[src/rtl/mld_7_3_decoder_if.sv]
// Handshake bundle for the (7,3) majority-logic decoder: word in, corrected word and status out.
// The master side is upstream/sink logic and the slave side is the decoder.
interface mld_7_3_decoder_if #(
    parameter int CNT_W = 16
);
    logic [6:0]       cw_in;
    logic             in_valid;
    logic             in_ready;
    logic [6:0]       cw_out;
    logic [2:0]       info_out;
    logic             out_valid;
    logic             out_ready;
    logic             corrected;
    logic [CNT_W-1:0] err_count;
    logic [2:0]       corr_cnt;
    logic             uncorrectable;

    modport master (
        output cw_in, in_valid, out_ready,
        input  in_ready, cw_out, info_out, out_valid, corrected, err_count, corr_cnt, uncorrectable
    );

    modport slave (
        input  cw_in, in_valid, out_ready,
        output in_ready, cw_out, info_out, out_valid, corrected, err_count, corr_cnt, uncorrectable
    );
endinterface

[src/rtl/mld_7_3_decoder.sv]
// Serial one-step majority-logic decoder for the (7,3) cyclic code, g(x) = 1 + x^2 + x^3 + x^4.
// Optional feature macro MLD_MULTI_ERR_FLAG_EN enables the per-word correction tally outputs.
module mld_7_3_decoder #(
    parameter int CNT_W = 16
) (
    input  logic             clk,
    input  logic             reset,
    mld_7_3_decoder_if.slave bus
);

    typedef enum logic [1:0] {IDLE, DECODE, OUT} state_t;

    state_t           state;
    logic [6:0]       shift_q;
    logic [2:0]       cnt;
    logic             any_flip;
    logic [6:0]       cw_q;
    logic             corrected_q;
    logic [CNT_W-1:0] err_q;
    logic             in_ready_q;
    logic             out_valid_q;

    logic             a1, a2, a3, e;
    logic [6:0]       shift_next;
    logic             flip_next;

    // Three checks orthogonal on the bit currently in position 6; the majority decides the flip.
    always_comb begin
        a1         = shift_q[3] ^ shift_q[4] ^ shift_q[6];
        a2         = shift_q[1] ^ shift_q[5] ^ shift_q[6];
        a3         = shift_q[0] ^ shift_q[2] ^ shift_q[6];
        e          = (a1 & a2) | (a1 & a3) | (a2 & a3);
        shift_next = {shift_q[5:0], shift_q[6] ^ e};
        flip_next  = any_flip | e;
    end

`ifdef MLD_MULTI_ERR_FLAG_EN
    logic [2:0] tally;
    logic [2:0] tally_next;
    logic [2:0] corr_q;
    logic       uncorr_q;

    always_comb begin
        tally_next = (tally == 3'd7) ? tally : tally + {2'b00, e};
    end

    always_ff @(posedge clk) begin
        if (reset) begin
            tally    <= 3'd0;
            corr_q   <= 3'd0;
            uncorr_q <= 1'b0;
        end else if (state == IDLE) begin
            if (bus.in_valid && in_ready_q) begin
                tally <= 3'd0;
            end
        end else if (state == DECODE) begin
            tally <= tally_next;
            if (cnt == 3'd6) begin
                corr_q   <= tally_next;
                uncorr_q <= (tally_next > 3'd1);
            end
        end
    end

    assign bus.corr_cnt      = corr_q;
    assign bus.uncorrectable = uncorr_q;
`else
    assign bus.corr_cnt      = 3'd0;
    assign bus.uncorrectable = 1'b0;
`endif

    always_ff @(posedge clk) begin
        if (reset) begin
            state       <= IDLE;
            shift_q     <= 7'd0;
            cnt         <= 3'd0;
            any_flip    <= 1'b0;
            cw_q        <= 7'd0;
            corrected_q <= 1'b0;
            err_q       <= '0;
            in_ready_q  <= 1'b1;
            out_valid_q <= 1'b0;
        end else begin
            case (state)
                IDLE: begin
                    if (bus.in_valid && in_ready_q) begin
                        shift_q    <= bus.cw_in;
                        cnt        <= 3'd0;
                        any_flip   <= 1'b0;
                        in_ready_q <= 1'b0;
                        state      <= DECODE;
                    end
                end
                DECODE: begin
                    shift_q  <= shift_next;
                    any_flip <= flip_next;
                    cnt      <= cnt + 3'd1;
                    // Seventh shift restores the original alignment, so the result is final here.
                    if (cnt == 3'd6) begin
                        cw_q        <= shift_next;
                        corrected_q <= flip_next;
                        out_valid_q <= 1'b1;
                        state       <= OUT;
                        if (flip_next && (err_q != '1)) begin
                            err_q <= err_q + CNT_W'(1);
                        end
                    end
                end
                OUT: begin
                    if (bus.out_ready) begin
                        out_valid_q <= 1'b0;
                        in_ready_q  <= 1'b1;
                        state       <= IDLE;
                    end
                end
                default: state <= IDLE;
            endcase
        end
    end

    assign bus.in_ready  = in_ready_q;
    assign bus.out_valid = out_valid_q;
    assign bus.cw_out    = cw_q;
    assign bus.info_out  = cw_q[6:4];
    assign bus.corrected = corrected_q;
    assign bus.err_count = err_q;

endmodule

[src/flat_wrapper.sv]
// flat-port wrapper written by rule: the top's interface ports become plain ports
module mld_7_3_decoder_flat 
#(
    parameter int CNT_W = 16
)
  (clk, reset, bus_cw_in, bus_in_valid, bus_out_ready, bus_in_ready, bus_cw_out, bus_info_out, bus_out_valid, bus_corrected, bus_err_count, bus_corr_cnt, bus_uncorrectable);
  mld_7_3_decoder_if #(.CNT_W(CNT_W)) bus_i ();
  input  logic clk;
  input  logic reset;
  input wire logic [$bits(bus_i.cw_in)-1:0] bus_cw_in;
  input wire logic [$bits(bus_i.in_valid)-1:0] bus_in_valid;
  input wire logic [$bits(bus_i.out_ready)-1:0] bus_out_ready;
  output wire logic [$bits(bus_i.in_ready)-1:0] bus_in_ready;
  output wire logic [$bits(bus_i.cw_out)-1:0] bus_cw_out;
  output wire logic [$bits(bus_i.info_out)-1:0] bus_info_out;
  output wire logic [$bits(bus_i.out_valid)-1:0] bus_out_valid;
  output wire logic [$bits(bus_i.corrected)-1:0] bus_corrected;
  output wire logic [$bits(bus_i.err_count)-1:0] bus_err_count;
  output wire logic [$bits(bus_i.corr_cnt)-1:0] bus_corr_cnt;
  output wire logic [$bits(bus_i.uncorrectable)-1:0] bus_uncorrectable;
  assign bus_i.cw_in = bus_cw_in;
  assign bus_i.in_valid = bus_in_valid;
  assign bus_i.out_ready = bus_out_ready;
  assign bus_in_ready = bus_i.in_ready;
  assign bus_cw_out = bus_i.cw_out;
  assign bus_info_out = bus_i.info_out;
  assign bus_out_valid = bus_i.out_valid;
  assign bus_corrected = bus_i.corrected;
  assign bus_err_count = bus_i.err_count;
  assign bus_corr_cnt = bus_i.corr_cnt;
  assign bus_uncorrectable = bus_i.uncorrectable;
  mld_7_3_decoder #(.CNT_W(CNT_W)) u_core (.clk(clk), .reset(reset), .bus(bus_i));
endmodule
[config.mk]
export PLATFORM = sky130hd
export DESIGN_NAME = mld_7_3_decoder_flat
export DESIGN_NICKNAME = d
export VERILOG_FILES = /design/src/rtl/mld_7_3_decoder_if.sv /design/src/rtl/mld_7_3_decoder.sv /design/src/flat_wrapper.sv
export SDC_FILE = /design/constraint.sdc
export NUM_CORES = 1
export LEC_CHECK = 0
export CAP_MARGIN = 10
export CORE_MARGIN = 2
export CORE_UTILIZATION = 48
export DETAILED_ROUTE_END_ITERATION = 8
export PLACE_DENSITY = 0.8
export SLEW_MARGIN = 0
export SYNTH_ARGS = -nofsm -noshare
export SYNTH_HDL_FRONTEND = slang
export SYNTH_SLANG_ARGS = --single-unit
export TNS_END_PERCENT = 5
[constraint.sdc]
create_clock -name clk -period 4.05 [get_ports clk]
set_input_delay 0.405 -clock clk [delete_from_list [all_inputs] [get_ports clk]]
set_output_delay 0.405 -clock clk [all_outputs]
set_load 0.05 [all_outputs]
# Yosys cells after proc, flatten, opt, wreduce, memory -nomap -nowiden
# Index checks and enable logic that the tools add are counted.
[word_totals] regBits=39 in_bits=11 out_inout_bits=33
[classes] addsub=2 eq_ne=7 mux=15 n_bitwise=13 reduce_logical=12
[op_table] op="16-bit by 1-bit adder with 16-bit output, second input constant" n=1
[op_table] op="16-bit != test, second input constant" n=1
[op_table] op="7-bit case mux with 2 select lines" n=1
[op_table] op="3-bit AND reduction" n=4
[op_table] op="7-bit 2-to-1 mux" n=1
[op_table] op="1-bit bitwise XOR" n=7
[op_table] op="2-bit 2-to-1 mux" n=3
[op_table] op="1-bit case mux with 2 select lines" n=3
[op_table] op="2-bit case mux with 3 select lines" n=1
[op_table] op="3-bit case mux with 2 select lines" n=1
[op_table] op="2-bit nonzero test" n=3
[op_table] op="1-bit 2-to-1 mux" n=4
[op_table] op="2-bit by 1-bit != test with 1-bit output, second input constant" n=2
[op_table] op="2-bit AND reduction" n=2
[op_table] op="3-bit by 1-bit adder with 3-bit output, second input constant" n=1
[op_table] op="1-bit bitwise AND" n=3
[op_table] op="3-bit == test, second input constant" n=1
[op_table] op="3-bit 2-to-1 mux" n=1
[op_table] op="1-bit OR" n=3
[op_table] op="2-bit by 1-bit == test with 1-bit output, second input constant" n=1
[op_table] op="2-bit == test, second input constant" n=1
[op_table] op="1-bit logical AND" n=2
[op_table] op="2-bit zero test" n=1
[op_table] op="2-bit != test, second input constant" n=1

# Depth between registers and ports, before layout
# Gate-level depths: netlist (run 1).
[logic_depth] depth_word=8 ltp_mapped=8

# Worst setup path before layout (run 1)
# OpenSTA, ideal clock, no wires.
[synth_timing] path_kind="flip-flop to flip-flop" from="register u_core.err_q[7], in the netlist u_core.bus.err_count[7]" to="register u_core.err_q[1], in the netlist u_core.bus.err_count[1]" setup_time_ns=0.128 arrival_time_ns=2.038 required_time_ns=3.922 slack_ns=1.884 stages_incl_launch_ff=8 n_path_buf=1 period_less_slack_ns=2.166 cell_sequence="dfxtp_1 > nand4_1 > nor4_1 > a21oi_1 > o21ai_2 > buf_2 > mux2i_1 > nor2_1"
[synth_via] elab_chain_cells=3
[synth_lines] item="start: declaration" line="mld_7_3_decoder.sv:19" text="logic [CNT_W-1:0] err_q;"
[synth_lines] item="start signal: assignment" line="mld_7_3_decoder.sv:105" text="err_q <= err_q + CNT_W'(1);"
[synth_lines] item="16-bit != test" line="mld_7_3_decoder.sv:104" text="if (flip_next && (err_q != '1)) begin"
[synth_lines] item="1-bit logical AND" line="mld_7_3_decoder.sv:104"
[synth_lines] item="3-bit AND reduction (no line)"
# Every way passes these cells.
# A chain may end at the register's enable or synchronous reset.

# Worst setup path in the final report (run 1)
[layout_timing] from="register u_core.cnt[0]" to="register u_core.err_q[6], in the netlist u_core.bus.err_count[6]"
[layout_via] elab_chain_cells=2
[layout_lines] item="start: declaration" line="mld_7_3_decoder.sv:15" text="logic [2:0] cnt;"
[layout_lines] item="start signal: assignment" line="mld_7_3_decoder.sv:97" text="cnt <= cnt + 3'd1;"
[layout_lines] item="3-bit == test" line="mld_7_3_decoder.sv:99" text="if (cnt == 3'd6) begin"
[layout_lines] item="3-bit AND reduction (no line)"
# Every way passes these cells.

==> flow_summary.ini, run 1 <==
[power_and_ir_drop]
p_sw_mw = 0.193
p_leak_nw = 0.773
cellInternalPower_mw = 0.552
p_comb_share_pct = 13.1
switching_share_pct = 25.9
ir_worst_vdd_uv = 275
clockPowerShare_pct = 31.8
p_per_area_nw_per_um2 = 328
pwr-share-seq_pct = 55.1

[logic_synthesis]
yosys.area.top_type = dfxtp_1
netlist_area_um2 = 1820
synth.avg_cell_area_um2 = 8.45
synth-seq-cells = 39
synth-edff-count = 0
synth_area_leaders = dfxtp_1, a21oi_1, nand2_1
synth_cell_types = 38
synthesis.instances = 215
synth.most_common_cell = dfxtp_1
yosysWarnings = 0
synth_top_area_share_pct = 43.0
synth_commonest_cells = dfxtp_1, nand2_1, nor2_1
async_flop_share_pct = 0
ys_seq_area_share_pct = 43.0
synthFlopType = dfxtp_1

[placement]
place_inst = 290
dpl.hpwl_um = 2690
gp_congestion = 0.785
placedInstanceArea_um2 = 2200
place_ws_ps = 1640
port_buffers = 39

[drt]
post_drt_wl_per_cell_um = 12.9
vias = 1627
drcViolationCount = 0
antenna_left = 0
vias_per_cell = 5.50
totalWireLength_um = 3810
first_pass_iters = 4
dr.first_iter.drc_count = 123

[timing]
maxSlewHeadroom_pct = 41.6
grt_setup_unrepaired = false
finalSetupTns_ps = 0
setup_ws_ps = 1630
slew_viol_final = 0
period_needed_ps = 2420
max_freq_mhz = 414
finalSetupViolCount = 0
skew_ps = 6.77
tightestPinTransition_ps = 874
hold_viol = 0
period_share_pct = 59.7

[clock_tree]
clk_latency_ps = 290
cts_hold_buf = 0
cts_root_buffer = clkbuf_8
cts.htree.levels = 2
clk_pin_slew_worst_paths_ps = 70
tritoncts = yes
cts_setup_buffers = 0
clk_path_buf_depth = 2
numCtsBuffers = 5
cts_sinks = 39
cts_resized = 0

[flow_run]
maxCapViolCount = 0

[setup_path]
cp_data_arrival_time_ps = 2620
rrSetupSlack_ps = 1630
cp.required_ps = 4250
crit_path_start = u_core.cnt[0]
r2r_cells = 7
rr_endpoint = u_core.bus.err_count[6]
crit_path_start_kind = flip-flop
critical_path_class = flip-flop to flip-flop
end_kind = flip-flop
r2r_start = u_core.cnt[0]
crit_fanout = 13

[hold_path]
hold_start = u_core.bus.cw_out[3]
hold_path_class = flip-flop to flip-flop
hold_path_end = u_core.bus.cw_out[3]
hold_depth = 2

[finish]
regArea_um2 = 781
multi_input_area_um2 = 948
final_util_pct = 62.1
fillCellCount = 335
final_nets = 263
area_growth_pct = 25.2
n_antenna_cell = 0
fin_area_um2 = 2270
fin_cells = 296
drive_gt1_share_pct = 4.03

[floorplan]
die_area_um2 = 4290
die_w_um = 65.5
core_um2 = 3660
rows = 22
start_util_pct = 49.6
die_height_um = 65.5
ioPinCount = 44

[status]
status = complete, no violations

[global_route]
grt-ovfl-total = 0
antenna_found_initial = 0
grt_pass1_vias = 1437
grt_pass1_wl_um = 6340
track_usage_pct = 19.0
grt_max_degree = 23
## cell families (layout without fill, tap and decap cells)
| kind of cell | after synthesis | in the layout | share of synthesized area [%] |
|---|---|---|---|
| AND/OR/NAND/NOR | 86 | 86 | 22.6 |
| AO/OA/AOI/OAI | 50 | 50 | 16.9 |
| flip-flops | 39 | 39 | 43.0 |
| buffers and inverters | 19 | 49 | 5.44 |
| XOR/XNOR | 9 | 9 | 5.37 |
| multiplexers | 7 | 7 | 3.86 |
| adder cells (fa/ha/maj) | 4 | 4 | 2.69 |
| other | 1 | 4 | 0.206 |
## per-stage QoR
stage | total power [mW] | hold slack, ps
after CTS | 0.752 | 468
final | 0.746 | 464
after floorplan | 0.493 | 469
after global routing | 0.778 | 482
after detailed placement | 0.517 | 454
after global placement | 0.514 | 458
## area by class of cell
class	count	area share (%)
Sequential cell	39	34.3
Clock buffer	6	3.19
Tap cell	48	2.64
Multi-Input combinational cell	160	41.7
Inverter	2	0.330
Timing Repair Buffer	41	17.8
## layout by cell type, fill, tap and decap left out, types with 3 or more instances in the layout
cell	Yosys	final
a211oi_1	7	7
conb_1	1	4
or4_1	7	7
xor2_1	5	5
xnor2_1	3	3
nand2_1	28	28
or3_1	4	4
mux2i_1	7	7
nor2b_1	4	4
o31ai_1	5	5
nand2b_1	4	4
a21oi_1	23	23
nor3_1	3	3
dfxtp_1	39	39
nand3_1	5	5
clkdlybuf4s50_1	0	39
ha_1	3	3
nor2_1	24	24
o21ai_1	5	5
clkbuf_8	0	5
## power groups by stage
stage	registers (mW)	clock network (mW)	logic, mW
final	0.411	0.237	0.0978
after global routing	0.412	0.259	0.107
after CTS	0.410	0.243	0.0982
after detailed placement	0.419	0	0.0976
after global placement	0.419	0	0.0952
after floorplan	0.419	0	0.0732
## registers in the layout, summed over array words and instances (netlist names)
signal,count
u_core.any_flip,1
u_core.bus.corrected,1
u_core.bus.cw_out,7
u_core.bus.err_count,16
u_core.bus.in_ready,1
u_core.bus.out_valid,1
u_core.cnt,3
u_core.shift_q,7
u_core.state,2
## worst max-delay path by stage
stage	end
5_1_grt	u_core.bus.err_count[6]
4_1_cts	u_core.bus.err_count[6]
6_report	u_core.bus.err_count[6]
3_3_place_gp	u_core.bus.err_count[6]
3_5_place_dp	u_core.bus.err_count[6]
2_1_floorplan	u_core.bus.err_count[1]
## worst max-delay path, stage by stage, from the launching register on
cell     delay, ps
dfxtp_1        330
inv_1           60
ha_1           150
and3_1         170
nor2b_1        700
o21ai_1        200
or4_1          550
a21oi_1        170
## metal layers
metal	vias up	global-route usage, %	share of wire, %
met4	0	7.03	1.1
met2	43	31.8	49
met5	-	0	0
met3	7	6.85	4.8
li1	810	-	-
met1	767	22.1	45
No activity file was read; power rests on OpenSTA's default activity.
==> run 2, diff against run 1 <==
==> constraint.sdc (replaced) <==
create_clock -name clk -period 2.5 [get_ports clk]
set_input_delay 0.25 -clock clk [delete_from_list [all_inputs] [get_ports clk]]
set_output_delay 0.25 -clock clk [all_outputs]
set_load 0.05 [all_outputs]
==> run 2 against run 1 <==
Effect of this change:
- hold slack worse by 3.8 ps
- first-iteration DRC count down 9.8%
- sequential power up 62%
- worst setup slack worse by 1200 ps
==> flow_summary.ini, run 2 (synthesis gave the netlist of run 1 again) <==
[status]
status = complete, no violations

[global_route]
grt-ovfl-total = 0
grt_pass1_vias = 1411
antenna_found_initial = 0
grt_pass1_wl_um = 6290
track_usage_pct = 19.3
grt_max_degree = 22

[clock_tree]
clk_pin_slew_worst_paths_ps = 70
cts_root_buffer = clkbuf_8
cts_hold_buf = 0
cts_resized = 0
cts.htree.levels = 2
tritoncts = yes
cts_sinks = 39
clk_latency_ps = 280
clk_path_buf_depth = 2
cts_setup_buffers = 0
numCtsBuffers = 5

[setup_path]
path_buf_inv = 0
cp_data_arrival_time_ps = 2290
rrSetupSlack_ps = 420
crit_family = simple AND/OR/NAND/NOR gates
crit_fanout = 19
r2r_start = u_core.shift_q[4]
crit_path_start_kind = flip-flop
rr_endpoint = u_core.bus.err_count[13]
cp.required_ps = 2720
critical_path_class = flip-flop to flip-flop
max_stage_delay_ps = 520
worstPathCellList = xnor2_1, maj3_2, xnor2_4, o21ai_2, or4_1, a21oi_1
r2r_cells = 6
cp_slowest_cell = or4_1
end_kind = flip-flop

[drt]
post_drt_wl_per_cell_um = 12.6
first_pass_iters = 4
totalWireLength_um = 3760
vias = 1587
vias_per_cell = 5.31
dr.first_iter.drc_count = 111
antenna_left = 0
drcViolationCount = 0

[finish]
n_antenna_cell = 0
multi_input_area_um2 = 948
final_nets = 266
largest_reg_flops = 16
fillCellCount = 330
drive_gt1_share_pct = 5.18
mostFrequentLayoutCells = clkdlybuf4s50_1, dfxtp_1, nand2_1, nor2_1, a21oi_1
area_growth_pct = 26.4
regArea_um2 = 781
fin_cells = 299

[placement]
place_ws_ps = 414
gp_congestion = 0.783
port_buffers = 39
place_inst = 293
dpl.hpwl_um = 2720

[floorplan]
die_height_um = 65.5
core_um2 = 3660
die_area_um2 = 4290
rows = 22
start_util_pct = 49.6
ioPinCount = 44
die_w_um = 65.5

[timing]
tightestPinTransition_ps = 663
period_share_pct = 83.0
skew_ps = 2.27
slew_viol_final = 0
hold_viol = 0
grt_setup_unrepaired = false
setup_ws_ps = 424
finalSetupViolCount = 0
maxSlewHeadroom_pct = 55.8
finalSetupTns_ps = 0
period_needed_ps = 2080
holdWs_ps = 460
max_freq_mhz = 482

[hold_path]
hold_path_end = u_core.bus.cw_out[3]
hold_start = u_core.bus.cw_out[3]
hold_depth = 2
hold_path_class = flip-flop to flip-flop

[power_and_ir_drop]
ir_worst_vdd_uv = 294
p_per_area_nw_per_um2 = 523
p_leak_nw = 0.788

[flow_run]
maxCapViolCount = 0
==> run 2: cell types whose count changed in the layout (fill, tap and decap cells not counted) <==
| cell | change |
|---|---|
| buf_4 | +3 |
==> run 2: through the flow <==
step	util, %	total power [mW]	cell area (um2)
3_3_place_gp	60.8	0.831	2220
3_5_place_dp	60.8	0.836	2220
5_1_grt	62.7	1.26	2300
2_1_floorplan	-	0.798	1830
6_report	62.7	1.20	2300
4_1_cts	62.7	1.22	2300
==> run 2: layer usage <==
metal	vias up	GRT usage, %	share of wire, %
met4	0	7.03	0.43
met1	726	23.1	47
met3	2	6.16	3.9
li1	820	-	-
met2	39	32.5	49
met5	-	0	0
==> run 2: worst max path at each step <==
| stage | from | endpoint | slack, ps | cells past startpoint |
|---|---|---|---|---|
| 3_3_place_gp | u_core.shift_q[3] | u_core.bus.err_count[13] | 480 | 6 |
| 4_1_cts | u_core.shift_q[4] | u_core.bus.err_count[13] | 400 | 6 |
| 6_report | u_core.shift_q[4] | u_core.bus.err_count[13] | 420 | 6 |
| 5_1_grt | u_core.shift_q[2] | u_core.bus.err_count[13] | 280 | 6 |
| 2_1_floorplan | u_core.bus.err_count[7] | u_core.bus.err_count[1] | 330 | 7 |
| 3_5_place_dp | u_core.shift_q[4] | u_core.bus.err_count[13] | 410 | 6 |
==> run 2: final cells by class <==
class,count,share of cell area (%)
sequential,39,34.0
inverter,2,0.327
clock buffer,6,3.16
tap,48,2.61
multi-input combinational,160,41.3
timing repair buffer,44,18.6
==> run 2: worst min-delay path, stage by stage (launching register included) <==
cell,delay (ps)
dfxtp_1,310
nand2_1,50
a21oi_1,50
==> run 2: power breakdown <==
part           internal [mW]  switching [mW]  leakage (nW)  total [mW]
logic                 0.0698          0.0876         0.434       0.157
registers              0.640          0.0247         0.316       0.665
clock network          0.186           0.193        0.0371       0.379
==> run 3, diff against run 2 <==
==> constraint.sdc (replaced) <==
create_clock -name clk -period 2.1 [get_ports clk]
set_input_delay 0.21 -clock clk [delete_from_list [all_inputs] [get_ports clk]]
set_output_delay 0.21 -clock clk [all_outputs]
set_load 0.05 [all_outputs]
==> run 3 against run 2 <==
Effect of this change:
- hold slack better by 1.3 ps
- power up 37%
- first-iteration DRC count down 40%
- design area up 5.6%
- flip-flop and latch count unchanged
- register-to-register slack worse by 350 ps
- clock-buffer cell count unchanged
- critical path type unchanged
- largest cell class unchanged
- largest power group unchanged
==> flow_summary.ini, run 3 (synthesis gave the netlist of run 1 again) <==
[timing]
max_freq_mhz = 493
finalSetupViolCount = 0
finalSetupTns_ps = 0
period_share_pct = 96.5
period_needed_ps = 2030
grt_setup_unrepaired = true
skew_ps = 5.69
maxSlewHeadroom_pct = 61.3
holdWs_ps = 461
slew_viol_final = 0
tightestPinTransition_ps = 575
hold_viol = 0

[setup_path]
rrSetupSlack_ps = 70
r2r_cells = 6
crit_fanout = 7
max_stage_delay_ps = 520
cp_data_arrival_time_ps = 2240
cp.required_ps = 2310
r2r_start = u_core.shift_q[1]
end_kind = flip-flop
worstPathCellList = xnor2_1, maj3_2, xnor2_4, o21ai_1, or4_1, a21oi_1
path_buf_inv = 0
crit_family = simple AND/OR/NAND/NOR gates
critical_path_class = flip-flop to flip-flop
cp_slowest_cell = or4_1
crit_path_start_kind = flip-flop
rr_endpoint = u_core.bus.err_count[6]

[global_route]
grt-ovfl-total = 0
antenna_found_initial = 0
grt_max_degree = 18
grt_pass1_vias = 1519
track_usage_pct = 20.2
grt_pass1_wl_um = 6740

[hold_path]
hold_path_end = u_core.bus.cw_out[1]
hold_start = u_core.bus.cw_out[1]
hold_depth = 2
hold_path_class = flip-flop to flip-flop

[placement]
port_buffers = 39
gp_congestion = 0.885
dpl.hpwl_um = 2780

[floorplan]
die_area_um2 = 4290
die_height_um = 65.5
ioPinCount = 44
core_um2 = 3660
die_w_um = 65.5
start_util_pct = 49.6
rows = 22

[clock_tree]
cts_sinks = 39
cts_root_buffer = clkbuf_8
clk_pin_slew_worst_paths_ps = 80
tritoncts = yes
cts_hold_buf = 0
numCtsBuffers = 5
clk_latency_ps = 290
clk_path_buf_depth = 2
cts.htree.levels = 2

[finish]
n_antenna_cell = 0
drive_gt1_share_pct = 13.8
largest_reg_flops = 16
final_common_cell = clkdlybuf4s50_1
area_growth_pct = 33.5
final_nets = 273
mostFrequentLayoutCells = clkdlybuf4s50_1, dfxtp_1, nand2_1, nor2_1, a21oi_1

[power_and_ir_drop]
ir_worst_vdd_uv = 542
clockPowerShare_pct = 39.2
cellInternalPower_mw = 1.24
p_per_area_nw_per_um2 = 677
power.total_mw = 1.64
p_sw_mw = 0.401
p_comb_share_pct = 12.4
pwr-share-seq_pct = 48.4
p_leak_nw = 0.850
switching_share_pct = 24.4

[drt]
dr_wl_met3_um = 178
totalWireLength_um = 4120
dr.first_iter.drc_count = 67
drcViolationCount = 0
vias = 1665
antenna_left = 0
vias_per_cell = 5.41
met1_length_um = 1840
wl_met2_um = 2060
first_pass_iters = 4
highest_layer = met4
post_drt_wl_per_cell_um = 13.4

[status]
status = complete, no violations

[flow_run]
maxCapViolCount = 0
==> run 3: layout make-up <==
type / instances / area [um2]
Clock buffer: 6 / 82.6
Clock inverter: 2 / 35.0
Fill cell: 308 / 1230
Inverter: 2 / 7.51
Multi-Input combinational cell: 160 / 967
Sequential cell: 39 / 793
Tap cell: 48 / 60.1
Timing Repair Buffer: 51 / 480
==> run 3: tightest hold or removal path: stages (launching register included) <==
cell and delay (ps):
dfxtp_1 310, nand2_1 50, a21oi_1 50
==> run 3: worst max-delay path by stage <==
stage / from / endpoint / slack, ps / cells after the start
floorplan: u_core.bus.err_count[0] / u_core.bus.err_count[10] / 30 / 6
global placement: u_core.shift_q[0] / u_core.bus.err_count[5] / 160 / 7
detailed placement: u_core.shift_q[0] / u_core.bus.err_count[5] / 70 / 7
CTS: u_core.shift_q[0] / u_core.bus.err_count[5] / 60 / 7
global route: u_core.bus.err_count[1] / u_core.bus.err_count[5] / -20 / 8
finish: u_core.shift_q[1] / u_core.bus.err_count[6] / 70 / 6
==> run 3: metal layers <==
layer  GRT usage [%]  vias to the layer above
li1                -                      838
met1            24.9                      773
met2            35.1                       47
met3            4.11                        7
met4            6.25                        0
met5               0                        -
==> run 3: power by group through the flow <==
stage	Sequential (mW)	Clock (mW)	Combinational, mW
global placement	0.805	0	0.187
CTS	0.791	0.657	0.191
floorplan	0.809	0	0.141
detailed placement	0.807	0	0.188
finish	0.795	0.645	0.204
global route	0.799	0.683	0.217
==> run 3: repair_timing <==
item	4_1_cts	5_1_grt
setup buffers	0	1
gates resized for setup	0	10
endpoints found under the setup margin	0	7
==> run 3: stage by stage <==
| stage | worst slack, ps | cells | utilization (%) | area (um2) |
|---|---|---|---|---|
| 2_1_floorplan | 25.7 | 218 | - | 1830 |
| 3_3_place_gp | 157 | 299 | 62.1 | 2270 |
| 3_5_place_dp | 72.4 | 299 | 62.1 | 2270 |
| 4_1_cts | 60.4 | 307 | 65.3 | 2390 |
| 5_1_grt | -23.5 | 308 | 66.3 | 2430 |
| 6_report | 73.4 | 308 | 66.3 | 2430 |
==> patch (config.mk and constraints of run 2) <==
`CNT_W` is set to 16 in 3 places; all go to 14.
--- a/src/rtl/mld_7_3_decoder_if.sv
+++ b/src/rtl/mld_7_3_decoder_if.sv
@@ -1,7 +1,7 @@
 // Handshake bundle for the (7,3) majority-logic decoder: word in, corrected word and status out.
 // The master side is upstream/sink logic and the slave side is the decoder.
 interface mld_7_3_decoder_if #(
-    parameter int CNT_W = 16
+    parameter int CNT_W = 14
 );
     logic [6:0]       cw_in;
     logic             in_valid;
--- a/src/rtl/mld_7_3_decoder.sv
+++ b/src/rtl/mld_7_3_decoder.sv
@@ -1,7 +1,7 @@
 // Serial one-step majority-logic decoder for the (7,3) cyclic code, g(x) = 1 + x^2 + x^3 + x^4.
 // Optional feature macro MLD_MULTI_ERR_FLAG_EN enables the per-word correction tally outputs.
 module mld_7_3_decoder #(
-    parameter int CNT_W = 16
+    parameter int CNT_W = 14
 ) (
     input  logic             clk,
     input  logic             reset,
--- a/src/flat_wrapper.sv
+++ b/src/flat_wrapper.sv
@@ -1,7 +1,7 @@
 // flat-port wrapper written by rule: the top's interface ports become plain ports
 module mld_7_3_decoder_flat 
 #(
-    parameter int CNT_W = 16
+    parameter int CNT_W = 14
 )
   (clk, reset, bus_cw_in, bus_in_valid, bus_out_ready, bus_in_ready, bus_cw_out, bus_info_out, bus_out_valid, bus_corrected, bus_err_count, bus_corr_cnt, bus_uncorrectable);
   mld_7_3_decoder_if #(.CNT_W(CNT_W)) bus_i ();
Ports: changed (resized bus_err_count); port bits go from 44 to 42. No check against the original RTL was run, so the function may have changed too.
==> patch against run 2 <==
- via count up 1.8%
- first-iteration DRC count down 67%
- critical path depth down 1
- setup slack better by 0.043 ns
- final area down 1.2%
- sequential share of layout area down 1.4 points
- area after synthesis down 0.76%
- total power up 4.6%
- routed wire length up 0.56%
- clock power up 21%
- hold slack about the same
- core utilization down 0.28 points
- sequential cell count down 2
- largest cell class unchanged
==> patch: results (changes against run 2) <==
stage,metric,value,unit,change
routing,Initial DRT Pass Iterations,5,,+1
timing,Slew @ Worst Pin,0.629,ns,-0.0347 ns
yosys,syn_area_per_cell,8.43,µm²,-0.29%
yosys,sequential fraction of the synthesis area,41.1,%,-1.9 points
status,status,"finished, final reports clean",,
placement,Placed Instances,288,,-1.7%
routing,DR WL met3,218,µm,+50%
finish,fin nets,261,,-1.9%
placement,Buffers on Ports,37,,-5.1%
yosys,distinct cell type count after synthesis,40,,+5.3%
finish,fraction of area in multi-input gates,42.1,%,+0.83 points
finish,fraction of area in registers,32.6,%,-1.4 points
routing,Via density,5.46,,+2.8%
global_route,met1 Track Usage GR,23.2,%,+0.17 points
pwr,static leakage,0.000819,µW,+3.9%
worst_setup_path,Reg2Reg Depth,5,,-1
global_route,Tot GR Track Use,18.6,%,-0.72 points
yosys,Synth Area in Compound Gates,14.3,%,-2.6 points
placement,DPL Wire Length,2.68,mm,-1.3%
pwr,Peak VDD IR,0.319,mV,+8.5%
global_route,met2 Use GR,31.0,%,-1.5 points
worst_setup_path,CP Capture Point,u_core.bus.err_count[12],,
yosys,mux cell area share after synthesis,7.22,%,+3.4 points
placement,Placed Instance Area,0.00217,mm²,-2.5%
global_route,global-route wire length before repair,6.16,mm,-2.1%
global_route,met3 GRT Util,4.11,%,-2.1 points
timing,Max Fclk,492,MHz,+2.1%
global_route,pin count of the biggest net entering global routing,25,,+14%
routing,DR iter-0 viols,37,,-67%
yosys,area share of xor/xnor cells in the synthesized design,1.46,%,-3.9 points
finish,ClkCell Share,4.47,%,+1.3 points
yosys,synth top area cells,"dfxtp_1, nor2_1, a21oi_1, nand2_1, mux2i_1",,
finish,Multi-input comb cells,159,,-0.63%
finish,final cell count without fillers,296,,-1.0%
global_route,vias in the first global route,1377,,-2.4%
placement,setup slack at placement,0.487,ns,+0.0727 ns
routing,final WL,3.78,mm,+0.56%
==> patch: cell types whose count changed in the layout (fill, tap and decap cells not counted), sizes merged, moves of 3 or more <==
cell	run 2	this run
nand2	28	22
mux2	0	5
xor2	5	0
a21oi	23	19
nor2b	4	8
or4	7	3
nand4	1	4
nor2	24	27
==> patch: worst min path at each step <==
stage	from	endpoint	slack, ns
global route	u_core.bus.cw_out[2]	u_core.bus.cw_out[2]	0.48
finish	u_core.bus.cw_out[2]	u_core.bus.cw_out[2]	0.46
floorplan	bus_cw_in[0]	u_core.shift_q[0]	0.40
global placement	u_core.bus.cw_out[3]	u_core.bus.cw_out[3]	0.45
detailed placement	u_core.bus.cw_out[2]	u_core.bus.cw_out[2]	0.45
CTS	u_core.bus.cw_out[2]	u_core.bus.cw_out[2]	0.47
==> patch: power breakdown <==
part | internal, µW | switching (µW)
clock network | 249 | 208
logic | 67.1 | 104
registers | 608 | 21.2
total | 924 | 333
